$ cat src/rtl/apb_req_bridge21_pkg.sv
// Shared types for the APB request bridge: FSM states and slave-select helpers.
package apb_bridge_pkg21;

  localparam int unsigned SelIdxWidth = 4;
  localparam int unsigned SelWidth    = 16;

  typedef enum logic [1:0] {
    StIdle,
    StSetup,
    StAccess,
    StResp
  } bridge_state_e;

  function automatic logic [SelWidth-1:0] sel_onehot(input logic [SelIdxWidth-1:0] idx);
    return SelWidth'(1) << idx;
  endfunction

endpackage

$ cat src/rtl/apb_req_bridge21_if.sv
// Request/response and APB signal bundle for the bridge; master is the bridge side.
interface apb_req_bridge21_if #(
  parameter int unsigned PADDR_WIDTH21  = 32,
  parameter int unsigned PWDATA_WIDTH21 = 32,
  parameter int unsigned PRDATA_WIDTH21 = 32
) ();
  import apb_bridge_pkg21::*;

  logic                      req_valid21;
  logic                      req_ready21;
  logic [PADDR_WIDTH21-1:0]  req_addr21;
  logic                      req_write21;
  logic [PWDATA_WIDTH21-1:0] req_wdata21;
  logic [SelIdxWidth-1:0]    req_sel21;

  logic                      rsp_valid21;
  logic                      rsp_ready21;
  logic [PRDATA_WIDTH21-1:0] rsp_rdata21;
  logic                      rsp_err21;
  logic                      rsp_timeout21;

  logic [PADDR_WIDTH21-1:0]  paddr21;
  logic                      prwd21;
  logic [PWDATA_WIDTH21-1:0] pwdata21;
  logic                      penable21;
  logic [SelWidth-1:0]       psel21;
  logic [PRDATA_WIDTH21-1:0] prdata21;
  logic                      pready21;
  logic                      pslverr21;

  modport master (
    input  req_valid21, req_addr21, req_write21, req_wdata21, req_sel21, rsp_ready21,
           prdata21, pready21, pslverr21,
    output req_ready21, rsp_valid21, rsp_rdata21, rsp_err21, rsp_timeout21,
           paddr21, prwd21, pwdata21, penable21, psel21
  );

  modport slave (
    output req_valid21, req_addr21, req_write21, req_wdata21, req_sel21, rsp_ready21,
           prdata21, pready21, pslverr21,
    input  req_ready21, rsp_valid21, rsp_rdata21, rsp_err21, rsp_timeout21,
           paddr21, prwd21, pwdata21, penable21, psel21
  );

endinterface

$ cat src/rtl/apb_req_bridge21.sv
// Single-outstanding request/response to APB bridge with optional ACCESS-phase timeout.
module apb_req_bridge21
  import apb_bridge_pkg21::*;
#(
  parameter int unsigned PADDR_WIDTH21    = 32,
  parameter int unsigned PWDATA_WIDTH21   = 32,
  parameter int unsigned PRDATA_WIDTH21   = 32,
  parameter int unsigned TIMEOUT_CYCLES21 = 16
) (
  input logic                pclock21,
  input logic                preset21,
  apb_req_bridge21_if.master bus
);

  // A zero timeout still needs a one-bit counter to keep the declarations legal.
  localparam int unsigned CntWidth =
      (TIMEOUT_CYCLES21 > 0) ? $clog2(TIMEOUT_CYCLES21 + 1) : 1;
  localparam bit                  TimeoutEn = (TIMEOUT_CYCLES21 != 0);
  localparam logic [CntWidth-1:0] CntLast   = CntWidth'(TIMEOUT_CYCLES21 - 1);

  bridge_state_e             state_q, state_d;
  logic [PADDR_WIDTH21-1:0]  paddr_q, paddr_d;
  logic                      prwd_q, prwd_d;
  logic [PWDATA_WIDTH21-1:0] pwdata_q, pwdata_d;
  logic [SelIdxWidth-1:0]    sel_q, sel_d;
  logic [PRDATA_WIDTH21-1:0] rdata_q, rdata_d;
  logic                      err_q, err_d;
  logic                      tout_q, tout_d;
  logic [CntWidth-1:0]       cnt_q, cnt_d;

  always_comb begin
    state_d  = state_q;
    paddr_d  = paddr_q;
    prwd_d   = prwd_q;
    pwdata_d = pwdata_q;
    sel_d    = sel_q;
    rdata_d  = rdata_q;
    err_d    = err_q;
    tout_d   = tout_q;
    cnt_d    = cnt_q;

    unique case (state_q)
      StIdle: begin
        if (bus.req_valid21) begin
          paddr_d  = bus.req_addr21;
          prwd_d   = bus.req_write21;
          pwdata_d = bus.req_wdata21;
          sel_d    = bus.req_sel21;
          state_d  = StSetup;
        end
      end
      StSetup: begin
        cnt_d   = '0;
        state_d = StAccess;
      end
      StAccess: begin
        // A slave response in the limit cycle takes priority over the timeout.
        if (bus.pready21) begin
          rdata_d = prwd_q ? '0 : bus.prdata21;
          err_d   = bus.pslverr21;
          tout_d  = 1'b0;
          state_d = StResp;
        end else begin
          cnt_d = cnt_q + 1'b1;
          if (TimeoutEn && (cnt_q == CntLast)) begin
            rdata_d = '0;
            err_d   = 1'b1;
            tout_d  = 1'b1;
            state_d = StResp;
          end
        end
      end
      StResp: begin
        if (bus.rsp_ready21) begin
          state_d = StIdle;
        end
      end
      default: state_d = StIdle;
    endcase
  end

  always_ff @(posedge pclock21) begin
    if (preset21) begin
      state_q  <= StIdle;
      paddr_q  <= '0;
      prwd_q   <= 1'b0;
      pwdata_q <= '0;
      sel_q    <= '0;
      rdata_q  <= '0;
      err_q    <= 1'b0;
      tout_q   <= 1'b0;
      cnt_q    <= '0;
    end else begin
      state_q  <= state_d;
      paddr_q  <= paddr_d;
      prwd_q   <= prwd_d;
      pwdata_q <= pwdata_d;
      sel_q    <= sel_d;
      rdata_q  <= rdata_d;
      err_q    <= err_d;
      tout_q   <= tout_d;
      cnt_q    <= cnt_d;
    end
  end

  assign bus.req_ready21   = (state_q == StIdle);
  assign bus.psel21        = ((state_q == StSetup) || (state_q == StAccess)) ?
                             sel_onehot(sel_q) : '0;
  assign bus.penable21     = (state_q == StAccess);
  assign bus.paddr21       = paddr_q;
  assign bus.prwd21        = prwd_q;
  assign bus.pwdata21      = pwdata_q;
  assign bus.rsp_valid21   = (state_q == StResp);
  assign bus.rsp_rdata21   = rdata_q;
  assign bus.rsp_err21     = err_q;
  assign bus.rsp_timeout21 = tout_q;

endmodule

$ cat src/flat_wrapper.sv
// flat-port wrapper written by rule: the top's interface ports become plain ports
module apb_req_bridge21_flat import apb_bridge_pkg21::*;
#(
  parameter int unsigned PADDR_WIDTH21    = 32,
  parameter int unsigned PWDATA_WIDTH21   = 32,
  parameter int unsigned PRDATA_WIDTH21   = 32,
  parameter int unsigned TIMEOUT_CYCLES21 = 16
)
  (pclock21, preset21, bus_req_valid21, bus_req_addr21, bus_req_write21, bus_req_wdata21, bus_req_sel21, bus_rsp_ready21, bus_prdata21, bus_pready21, bus_pslverr21, bus_req_ready21, bus_rsp_valid21, bus_rsp_rdata21, bus_rsp_err21, bus_rsp_timeout21, bus_paddr21, bus_prwd21, bus_pwdata21, bus_penable21, bus_psel21);
  apb_req_bridge21_if #(.PADDR_WIDTH21(PADDR_WIDTH21), .PWDATA_WIDTH21(PWDATA_WIDTH21), .PRDATA_WIDTH21(PRDATA_WIDTH21)) bus_i ();
  input logic pclock21;
  input logic preset21;
  input wire logic [$bits(bus_i.req_valid21)-1:0] bus_req_valid21;
  input wire logic [$bits(bus_i.req_addr21)-1:0] bus_req_addr21;
  input wire logic [$bits(bus_i.req_write21)-1:0] bus_req_write21;
  input wire logic [$bits(bus_i.req_wdata21)-1:0] bus_req_wdata21;
  input wire logic [$bits(bus_i.req_sel21)-1:0] bus_req_sel21;
  input wire logic [$bits(bus_i.rsp_ready21)-1:0] bus_rsp_ready21;
  input wire logic [$bits(bus_i.prdata21)-1:0] bus_prdata21;
  input wire logic [$bits(bus_i.pready21)-1:0] bus_pready21;
  input wire logic [$bits(bus_i.pslverr21)-1:0] bus_pslverr21;
  output wire logic [$bits(bus_i.req_ready21)-1:0] bus_req_ready21;
  output wire logic [$bits(bus_i.rsp_valid21)-1:0] bus_rsp_valid21;
  output wire logic [$bits(bus_i.rsp_rdata21)-1:0] bus_rsp_rdata21;
  output wire logic [$bits(bus_i.rsp_err21)-1:0] bus_rsp_err21;
  output wire logic [$bits(bus_i.rsp_timeout21)-1:0] bus_rsp_timeout21;
  output wire logic [$bits(bus_i.paddr21)-1:0] bus_paddr21;
  output wire logic [$bits(bus_i.prwd21)-1:0] bus_prwd21;
  output wire logic [$bits(bus_i.pwdata21)-1:0] bus_pwdata21;
  output wire logic [$bits(bus_i.penable21)-1:0] bus_penable21;
  output wire logic [$bits(bus_i.psel21)-1:0] bus_psel21;
  assign bus_i.req_valid21 = bus_req_valid21;
  assign bus_i.req_addr21 = bus_req_addr21;
  assign bus_i.req_write21 = bus_req_write21;
  assign bus_i.req_wdata21 = bus_req_wdata21;
  assign bus_i.req_sel21 = bus_req_sel21;
  assign bus_i.rsp_ready21 = bus_rsp_ready21;
  assign bus_i.prdata21 = bus_prdata21;
  assign bus_i.pready21 = bus_pready21;
  assign bus_i.pslverr21 = bus_pslverr21;
  assign bus_req_ready21 = bus_i.req_ready21;
  assign bus_rsp_valid21 = bus_i.rsp_valid21;
  assign bus_rsp_rdata21 = bus_i.rsp_rdata21;
  assign bus_rsp_err21 = bus_i.rsp_err21;
  assign bus_rsp_timeout21 = bus_i.rsp_timeout21;
  assign bus_paddr21 = bus_i.paddr21;
  assign bus_prwd21 = bus_i.prwd21;
  assign bus_pwdata21 = bus_i.pwdata21;
  assign bus_penable21 = bus_i.penable21;
  assign bus_psel21 = bus_i.psel21;
  apb_req_bridge21 #(.PADDR_WIDTH21(PADDR_WIDTH21), .PWDATA_WIDTH21(PWDATA_WIDTH21), .PRDATA_WIDTH21(PRDATA_WIDTH21), .TIMEOUT_CYCLES21(TIMEOUT_CYCLES21)) u_core (.pclock21(pclock21), .preset21(preset21), .bus(bus_i));
endmodule
$ cat config.mk
export PLATFORM = sky130hd
export DESIGN_NAME = apb_req_bridge21_flat
export DESIGN_NICKNAME = d
export VERILOG_FILES = /design/src/rtl/apb_req_bridge21_pkg.sv /design/src/rtl/apb_req_bridge21_if.sv /design/src/rtl/apb_req_bridge21.sv /design/src/flat_wrapper.sv
export SDC_FILE = /design/constraint.sdc
export NUM_CORES = 1
export LEC_CHECK = 0
export ABC_CLOCK_PERIOD_IN_PS = 1710
export CAP_MARGIN = 30
export CORE_ASPECT_RATIO = 1.5
export CORE_MARGIN = 2
export CORE_UTILIZATION = 35
export CTS_CLUSTER_DIAMETER = 40
export DETAILED_ROUTE_END_ITERATION = 6
export PLACE_DENSITY = 0.86
export SYNTH_ARGS = -nofsm -noshare
export SYNTH_HDL_FRONTEND = slang
export SYNTH_SLANG_ARGS = --single-unit
$ cat constraint.sdc
create_clock -name pclock21 -period 1.71 [get_ports pclock21]
set_input_delay 0.342 -clock pclock21 [delete_from_list [all_inputs] [get_ports pclock21]]
set_output_delay 0.342 -clock pclock21 [all_outputs]
set_load 0.05 [all_outputs]
[After elaboration in Yosys (flattened, before gate mapping)]
Index checks and enable logic that the tools add are counted.
Word-level totals
  bits in registers: 110
  bits in latches: 0
  bits in writable memories: 0
  memory bits (read-only): 0
  input port bits: 107
  output and inout port bits: 118
  memories kept: 0
Operators by class
  $add $sub $neg: 1
  $mul: 0
  divide/modulo/power cells: 0
  order comparisons: 0
  eq/ne operators: 8
  shift operators: 1
  mux-type cells: 14
  bitwise operators: 0
  reductions and logical operators: 8
Operators by type and width (number)
  $mux 32: 3
  $mux 16: 1
  $shl 1x4->16 const A: 1
  $pmux 5 s2: 1
  $mux 2: 4
  $pmux 2 s4: 1
  $ne 2x2->1 const B: 3
  $reduce_and 2->1: 3
  $add 5x1->5 const B: 1
  $eq 5x4->1 const B: 1
  $mux 5: 1
  $eq 2x2->1 const B: 2
  $reduce_bool 2->1: 2
  $mux 1: 3
  $ne 3x2->1 const B: 1
  $reduce_and 3->1: 1
  $eq 2x1->1 const B: 1
  $logic_not 2->1: 1
  $logic_or 1x1->1: 1

[Depth between registers and ports, before layout]
  depth after elaboration: 4
  depth in mapped cells: 8
  depth with buffers taken out: 6

[Least setup slack after synthesis]
No wires, ideal clock.
  path type: reg-to-output
  start point: reg u_core.state_q[0]
  end point: out bus_psel21[0]
  arrival time: 2277 ps
  path slack: -909 ps
  stages on the path, launching flop included: 5
  cell sequence: dfxtp_1 > inv_1 > ha_1 > or3b_2 > nor3_1
On the way
  cells in the longest elaborated chain, start to end: 3
  elaborated cells between the ends (all ways): 4
  those cells by class: eq/ne (2); mux (1); reduce/logical (1)
RTL lines
  start: declaration: line apb_req_bridge21.sv:21  | bridge_state_e state_q, state_d;
  start signal: assignment: line apb_req_bridge21.sv:84  | state_q <= StIdle;
  start signal: assignment: line apb_req_bridge21.sv:94  | state_q <= state_d;
  $eq 2x1->1 / $eq 2x2->1 (equally long branches): line apb_req_bridge21.sv:107  | assign bus.psel21 = ((state_q == StSetup) || (state_q == StAccess)) ?
  $logic_or 1x1->1 *: line apb_req_bridge21.sv:107
  $mux 16 *: line apb_req_bridge21.sv:107
  end: declaration: line flat_wrapper.sv:31  | output wire logic [$bits(bus_i.psel21)-1:0] bus_psel21;
Every way passes the cells marked *; elsewhere a longest branch is shown, timed or not.

[Final worst setup path]
  start point: reg u_core.state_q[1]
  end point: out bus_psel21[0]
Same word-level chain as after synthesis.

==> results.tsv <==
metric	value	unit
status	finished with violations	
violated checks	setup timing	
Placement Cell Area	6700	um2
initial antenna violation count	0	
CTS tree	done	
crit path time final	2100	ps
layout net count	865	
WHS Path Cells	3	
GRT Util Overall	18.8	%
Max clock buf depth	2	
crit path max fanout	4	
H-tree depth	3	
dpl hpwl	9.49	mm
Slew Limit Fails	0	
1st-pass router iterations	4	
Max Clock Skew	9.18	ps
Period Utilization, post-route	123	%
Multi-input gate area	1900	um2
Core Area	11500	um2
drt total wl	13.0	mm
R2R cell count	7	
power per cell area	1300	nW/um2
final setup fails	16	
Pleak	2.84	nW
GPL Wtd Cong	0.777	
vias in the first global route	3978	
CP required	1370	ps
Synth Cell Area	4160	um2
die width	93.0	um
CTS Sinks	110	
row cnt	48	
total of max-cap violations	0	
post-synthesis sequential area ratio	53.0	%
Worst Path Arrival	1760	ps
Distinct cells, synth	31	
first-pass GRT wire length	19.2	mm
crit path kind	reg2out	
Placement Setup Slack	-76.1	ps
Worst-Margin Slew	418	ps
Port Buf Inserts	224	
largest net degree at the start of global routing	43	
Post-Syn Instances	525	
DRT iter0 DRCs	80	
unrepaired setup endpoints after global routing	true	
Final ANT Viol Nets	0	
share of the synthesized area in the top cell type	53.0	%
final count of hold timing violations	0	
Setup crit end kind	output port	
starting density of the core	36.0	%
Ys Warns	0	
Routed wire per std cell	14.3	um
Die Area	12800	um2
GR Overflow Total	0	
Fmax	477	MHz
CTS Root Cell	clkbuf_16	
CTS Hold Bufs	0	
register area	2200	um2
Ports	225	
routed vias/inst	4.80	
Skew-Pair Late Insertion Delay	340	ps
Worst setup SP type	flop	
Die Y-Extent	137	um
via count	4351	
final worst setup slack	-387	ps
maximum vdd drop	999	uV
Hold WC Path Type	in2reg	
# fillers	983	
clock slew at reported path FFs	70	ps
#FFs+latches synth	110	
drt drc	0	
CTS Buf Count	9	
syn avg cell area	7.92	um2
Relative slew margins	72.1	%
Synth area leader	dfxtp_1	
share of layout cells above drive strength 1	26.0	%
Inserted Diodes	0	
Mapped Nets	638	
Final Cell Area	7150	um2
area grow syn2layout	72.0	%
cells taking the most area after synthesis	dfxtp_1 53%, nand2_1 16%, a21oi_1 13%, nand3_1 4.0%, buf_2 1.8%	
[synthesized netlist by cell type, drive strengths merged]
master and instances:
nand4b 1, o41ai 1, buf 26, clkbuf 13
inv 4, o21a 1, a21oi 106, or3b 1
nand2b 4, o311a 1, nand3 33, ha 6
and2 3, o21ai 4, o311ai 1, o31a 1
nor3b 2, nor2 15, a211oi 1, nor3 6
dfxtp 110, nand3b 2, and3 2, nor2b 4
o221a 1, o31ai 1, nand2 175
[worst paths after layout]
path | start | endpoint | slack, ps
setup reg to reg | u_core.cnt_q[0] | u_core.bus.rsp_rdata21[13] | 70
hold / removal | preset21 | u_core.cnt_q[3] | 390
setup / recovery | u_core.state_q[1] | bus_psel21[0] | -390
hold reg to reg | u_core.bus.rsp_rdata21[22] | u_core.bus.rsp_rdata21[22] | 450
[repair_timing]
action                                  in CTS  in global routing
gates cloned                                 0                  1
setup buffers                                1                  4
endpoints found under the hold margin        0                  0
pin swaps                                    3                  2
endpoints found under the setup margin      18                 37
gates resized for setup                     10                  8
[sequential cells by signal (all words and copies together) (netlist names)]
register,flops
u_core.bus.rsp_rdata21,32
u_core.sel_q,4
u_core.bus.rsp_err21,1
u_core.bus.prwd21,1
u_core.state_q,2
u_core.bus.paddr21,32
u_core.bus.rsp_timeout21,1
u_core.cnt_q,5
u_core.bus.pwdata21,32
[cell usage in the layout (no fill, tap or decap), types with 2 or more instances in the layout]
| cell | n |
|---|---|
| nand2b_1 | 4 |
| dfxtp_2 | 2 |
| nand3b_1 | 2 |
| and2_1 | 2 |
| nor2_4 | 9 |
| nor3_1 | 2 |
| nor3_4 | 2 |
| nor2_1 | 3 |
| dfxtp_1 | 108 |
| inv_2 | 2 |
| ha_4 | 3 |
| inv_1 | 2 |
| ha_1 | 3 |
| nand2_1 | 174 |
| a21oi_1 | 106 |
| buf_12 | 27 |
| nor2_2 | 3 |
| buf_4 | 121 |
| o21ai_0 | 3 |
| clkinv_4 | 3 |
| clkdlybuf4s50_1 | 105 |
| clkbuf_16 | 10 |
| and3_1 | 2 |
| nor3_2 | 2 |
| nand3_1 | 33 |
| nor2b_1 | 3 |
[logic make-up after synthesis]
family,after synthesis,share of synthesized area [%]
fa+ha+maj,6,1.81
buf+inv,43,5.33
compound gates,118,14.9
flops,110,53.0
simple gates,248,25.0
[power breakdown]
group | leakage [nW] | switching, mW | internal, mW | total, mW
Combinational | 1.79 | 2.55 | 1.46 | 4.01
Sequential | 0.898 | 0.213 | 2.95 | 3.16
Clock | 0.153 | 0.954 | 1.19 | 2.14
Total | 2.84 | 3.72 | 5.60 | 9.31
[worst max-delay path, cell delays in order (launching register included)]
cell and delay [ps]:
dfxtp_2 340, inv_2 50, ha_4 260, or3b_4 440, nor3_4 170, buf_12 160
[metal layers]
metal,part of all wire [%],vias to the layer above,track usage [%],wire length (um)
met1,37,2009,19.8,4770
met4,1.5,0,6.13,200
li1,-,2182,-,-
met5,0,-,0,0
met2,56,150,36.4,7210
met3,6.1,10,4.21,791
[stage by stage]
step / util (%) / instances / power (mW) / TNS [ps] / hold slack, ps
finish: 62.0 / 907 / 9.31 / -4930 / 390
global route: 62.0 / 907 / 9.73 / -6110 / 401
CTS: 61.2 / 902 / 9.36 / -5110 / 378
detailed placement: 58.1 / 885 / 7.18 / -249 / 445
global placement: 58.1 / 885 / 7.14 / -104 / 439
floorplan: - / 525 / 5.67 / -1280 / 454
[layout make-up]
| cell class | count | area share (%) |
|---|---|---|
| clock inverters | 6 | 0.980 |
| flip-flops and latches | 110 | 30.8 |
| multi-input cells | 372 | 26.5 |
| clock buffers | 10 | 3.34 |
| inverters | 4 | 0.210 |
| repair buffers | 255 | 35.5 |
| well taps | 150 | 2.63 |
Note: power is estimated with default switching activity, not from simulation.
